==> config.mk <==
export PLATFORM = sky130hd
export DESIGN_NAME = pipeline_hazard_ctrl
export DESIGN_NICKNAME = d
export VERILOG_FILES = /design/src/rtl/pipeline_hazard_ctrl.sv
export SDC_FILE = /design/constraint.sdc
export NUM_CORES = 1
export LEC_CHECK = 0
export ABC_AREA = 1
export BUFFER_PORTS_ARGS = -buffer_cell sky130_fd_sc_hd__buf_2
export CAP_MARGIN = 20
export CORE_AREA = 2 2 39 41
export DETAILED_ROUTE_END_ITERATION = 7
export DIE_AREA = 0 0 41 43
export HOLD_SLACK_MARGIN = 0.08
export PLACE_DENSITY = 0.7
export SLEW_MARGIN = 5
export SYNTH_ARGS = -nofsm -noshare
export SYNTH_HDL_FRONTEND = slang
export SYNTH_SLANG_ARGS = --single-unit
export TNS_END_PERCENT = 50
==> constraint.sdc <==
create_clock -name clk -period 5.2 [get_ports clk]
set_input_delay 1.56 -clock clk [delete_from_list [all_inputs] [get_ports clk]]
set_output_delay 1.56 -clock clk [all_outputs]
set_load 0.05 [all_outputs]
==> src/rtl/pipeline_hazard_ctrl.sv <==
// Pipeline hazard controller: load-use, control-flow flush and HI/LO interlock
// against a fixed-latency multiply/divide unit.
module pipeline_hazard_ctrl #(
  parameter int unsigned MULDIV_CYCLES = 8
) (
  input  logic       clk,
  input  logic       reset,
  input  logic [4:0] id_rs,
  input  logic [4:0] id_rt,
  input  logic       id_uses_rt,
  input  logic       id_muldiv_start,
  input  logic       id_uses_hilo,
  input  logic       ex_mem_read,
  input  logic [4:0] ex_rt,
  input  logic       ex_jump,
  input  logic       ex_jump_register,
  output logic       pc_write,
  output logic       ifid_write,
  output logic       ifid_flush,
  output logic       idex_stall,
  output logic       muldiv_busy,
  output logic       muldiv_done
);

  localparam int unsigned CW = (MULDIV_CYCLES > 1) ? $clog2(MULDIV_CYCLES) : 1;
  localparam logic [CW-1:0] CNT_LOAD = CW'(MULDIV_CYCLES - 1);

  typedef enum logic {RUN, BUSY} state_t;

  state_t        state, state_nxt;
  logic [CW-1:0] cnt, cnt_nxt;

  logic flush, load_use, hilo_haz, normal;

  assign flush    = ex_jump | ex_jump_register;
  assign load_use = ex_mem_read && (ex_rt != 5'd0) &&
                    ((ex_rt == id_rs) || (id_uses_rt && (ex_rt == id_rt)));
  assign hilo_haz = (state == BUSY) && (id_uses_hilo || id_muldiv_start);
  assign normal   = !flush && !load_use && !hilo_haz;

  always_ff @(posedge clk) begin
    if (reset) begin
      state <= RUN;
      cnt   <= '0;
    end else begin
      state <= state_nxt;
      cnt   <= cnt_nxt;
    end
  end

  // Flush has no effect on the counter: an issued mult/div always completes.
  always_comb begin
    state_nxt = state;
    cnt_nxt   = cnt;
    unique case (state)
      RUN: begin
        if (id_muldiv_start && normal) begin
          state_nxt = BUSY;
          cnt_nxt   = CNT_LOAD;
        end
      end
      BUSY: begin
        if (cnt == '0) state_nxt = RUN;
        else           cnt_nxt   = cnt - 1'b1;
      end
      default: begin
        state_nxt = RUN;
        cnt_nxt   = '0;
      end
    endcase
  end

  always_comb begin
    pc_write    = 1'b1;
    ifid_write  = 1'b1;
    ifid_flush  = 1'b0;
    idex_stall  = 1'b0;
    muldiv_busy = 1'b0;
    muldiv_done = 1'b0;
    if (reset) begin
      pc_write   = 1'b0;
      ifid_write = 1'b0;
      ifid_flush = 1'b1;
      idex_stall = 1'b1;
    end else begin
      muldiv_busy = (state == BUSY);
      muldiv_done = (state == BUSY) && (cnt == '0);
      if (flush) begin
        ifid_flush = 1'b1;
        idex_stall = 1'b1;
      end else if (load_use || hilo_haz) begin
        pc_write   = 1'b0;
        ifid_write = 1'b0;
        idex_stall = 1'b1;
      end
    end
  end

endmodule

==> results <==
- In this run the horizontal extent of the chip is 41 um.
- The type of element launching the critical path is a primary input.
- The via count of the first global-routing pass is 478.
- The I/O pin total is 29.
- The CTS buffer count is 3.
- The floorplan step defined a die boundary enclosing 0.00176 mm2.
- The critical hold path startpoint is cnt[1]$_SDFFE_PP0P_.
- The worst hold endpoint is cnt[1]$_SDFFE_PP0P_.
- The number of pins exceeding their max-slew limit in the final report was 0.
- The worst-case vdd ir drop is 152 uV.
- In this run, the number of DRC markers left after iteration 0 of detailed routing was 9.
- The sequential cell area fraction in the yosys report is 16.1%.
- The total leakage power is 0.447 nW.
- The largest fanout on the critical path is 4.
- The number of distinct library cell variants in the gate-level netlist after synthesis is 19.
- The area of the mapped netlist is 497 um2.
- In this run, the clock network consumes 32.8% of the power.
- The endpoint identified for the worst register-to-register timing path is cnt[0]$_SDFFE_PP0P_.
- Across all setup checks in the final design, the least slack found is 0.997 ns.
- The first global-routing pass estimated 1.70 mm of wire.
- From synthesis to final layout, the design area changed by 35.3%.
- The time the final worst path needs with I/O delays and setup is 4.20 ns.
- Clock-pin slew was measured on the worst setup and hold paths at 0.03 ns.
- The headroom to the max-slew limit is 83.6%.
- The sequential cells in the finished layout cover a total of 80.1 um2.
- The number of warnings printed during yosys synthesis is 0.
- The vias after detailed routing is 600.
- The number of clock sinks is 4.
- The combinational share of power is 38.3%.
- The number of nets with antenna violations after detailed routing is 0.
- The number of synthesized flops with an enable pin is 0.
- The die height is 43 um.
- For this configuration, the core starts out at a cell density of 35.9%.
- The TritonCTS clock tree is yes.
- The detailed placement HPWL is 959 um.
- The power density normalized to cell area is 173 mW/mm2.
- The synthesized design spends more area on one cell type than any other, namely nand2_1.
- Summed over all layers, the global routing overflow is 0.
- In the final layout, the share of cells above drive strength 1 is 35.2%.
- The number of design rule violations left after detail routing is 0.
- The flow ran to the end, and the final reports show no timing, DRC or antenna violations.
- Setup repair after global routing left no endpoint under its margin.
- The number of synthesized register bits is 4.
- The initial antenna violation count is 0.
- The worst setup path is of the in -> out kind.
- The worst register-to-register path has a setup slack of 3.92 ns.
- The kind of capture point of the worst setup path is an output pin.
- The number of inserted filler cells in the final layout is 159.
- No sink is reached through more buffers than the 2 on the longest clock path.
- The clock latency at the later pin of the worst-skew pair is 0.24 ns.
- The average instance in the mapped netlist occupies 5.23 um2.
- In the final layout, the multi-input gates occupy 323 um2.
- For the worst flop-to-flop path, the logic depth is 8.
- The worst path required time is 3.64 ns.
- Sequential cells account for 28.9% of the total power.
- The part of the cycle the worst path needs is 80.8%.
- The number of hold buffers added after CTS is 0.
- The share of synthesized area in the top cell type comes to 26.4%.
- The minimum setup slack after placement is 0.988 ns.
- The worst hold path belongs to the class reg -> reg.
- The number of nets in the synthesized netlist is 120.
- The total setup violations reported at the end of the flow is 0.
- Yosys attributes the largest share of cell area to nand2_1 26%, dfxtp_1 16%, inv_1 12%.
- The final layout contains routed wiring with a total length of 1.08 mm.
- The clock tree root driver cell is clkbuf_4.
- The number of cells on the worst hold path is 4.
- The power dissipated by switching net loads is 0.0407 mW.
- Dividing the detail-routed wire length by the instance count gives 7.68 um.
- For the worst setup path, the data arrival time is 2.64 ns.
- In the synthesized netlist the dominant register cell turns out to be dfxtp_1.
- Global routing consumed, over all layers together, 13.7% of the routing resources.
- In this run the number of H-tree levels came out at 1.
- In the synthesized netlist the async set-or-reset flop fraction comes to 0%.
- The overall power is 0.116 mW.
- After floorplanning, the core was sized to cover 0.00138 mm2.
- The cell count after synthesis came out at 95.
- The internal power is 0.0755 mW.
- Entering global routing, the biggest net connects 7 pins.
- The switching part of the total power is 35.0%.
- The number of search-and-repair iterations in the first detailed-routing pass is 4.
- The measured slew at the worst slew-check pin is 0.247 ns.
- Post-CTS repair changed the size of 0 cells.
- In this run the tool buffered the top-level ports with 28 buffer cells.
- The floorplan has 14 rows.
- For the final routed database, the setup TNS stands at 0 ns.
- The average via count per standard cell is 4.26.
- The origin of the critical flop-to-flop path is cnt[0]$_SDFFE_PP0P_.
- The commonest cells after synthesis are 35 x nand2_1, 16 x inv_1, 8 x nor2_1.
- Based on the critical path, the design can be clocked at up to 0.238 GHz.
- The congestion estimate from routability-driven global placement came to 0.843.
- In this run the post-CTS setup repair buffer count came out at 0.
- The antenna diode instance count is 0.
- The number of maximum-capacitance violations is 0.
- The final hold violation count came to 0.
- The worst setup skew after layout is 0.00125 ns.
- The leading cell type by number of instances after synthesis is nand2_1.
- The net count of the finished layout is 152.
## logic make-up after synthesis
kind of cell    after synthesis  share of synthesized area (%)
buf+inv                      24                           18.9
flops                         4                           16.1
fa+ha+maj                     2                           5.04
simple gates                 56                           49.4
compound gates                8                           8.82
xor+xnor                      1                           1.76
## routing by layer
metal	up-vias	global-route usage [%]	wire [um]
li1	346	-	-
met1	239	15.3	502
met2	15	22.2	503
met3	0	7.85	76
met4	0	2.00	0
met5	-	0	0
## area by class of cell
type / instances / area share (%)
multi-input cells: 67 / 48.0
flip-flops and latches: 4 / 11.9
clock buffers: 3 / 3.35
inverters: 23 / 12.8
well taps: 16 / 2.98
repair buffers: 28 / 20.9
## worst max path at each step
stage | startpoint | end | slack, ns | cells after the start
2_1_floorplan | ex_rt[2] | pc_write | 0.46 | 8
6_report | ex_rt[2] | pc_write | 1.0 | 9
5_1_grt | ex_rt[3] | pc_write | 0.77 | 9
3_3_place_gp | ex_rt[2] | pc_write | 1.02 | 9
4_1_cts | ex_rt[2] | pc_write | 0.99 | 9
3_5_place_dp | ex_rt[2] | pc_write | 0.99 | 9
## critical path, stage by stage
cell	delay, ns
buf_2	0.11
inv_2	0.07
nand4_1	0.08
o21ai_0	0.14
inv_1	0.07
nand2_2	0.10
nand2_1	0.06
a21oi_1	0.16
buf_2	0.29
## registers in the layout, summed over array words and instances (netlist names)
name and count:
cnt 3, state 1
## metrics by stage
step                      cell area, um2  cells  hold slack (ns)  util (%)
after floorplan                      497     95            0.509         -
after global placement               649    138            0.531      46.9
after detailed placement             649    138            0.541      46.9
after CTS                            672    141            0.551      48.6
after global routing                 672    141            0.579      48.6
final                                672    141            0.543      48.6
## cell usage in the layout, fill, tap and decap left out, drive strengths merged
cell type / n
o21ai: 4
nor3: 1
nand4: 2
a21oi: 4
nand2: 37
inv: 23
clkbuf: 3
ha: 2
buf: 28
nand3: 6
dfxtp: 4
and3: 1
nor2: 9
xnor2: 1
## power groups by stage
| stage | Combinational [mW] | Clock [mW] | Sequential [mW] |
|---|---|---|---|
| global route | 0.0508 | 0.0417 | 0.0338 |
| floorplan | 0.0298 | 0 | 0.0339 |
| global placement | 0.0440 | 0 | 0.0341 |
| CTS | 0.0448 | 0.0397 | 0.0337 |
| finish | 0.0445 | 0.0381 | 0.0336 |
| detailed placement | 0.0446 | 0 | 0.0341 |
Note: power is estimated with default switching activity, not from simulation.
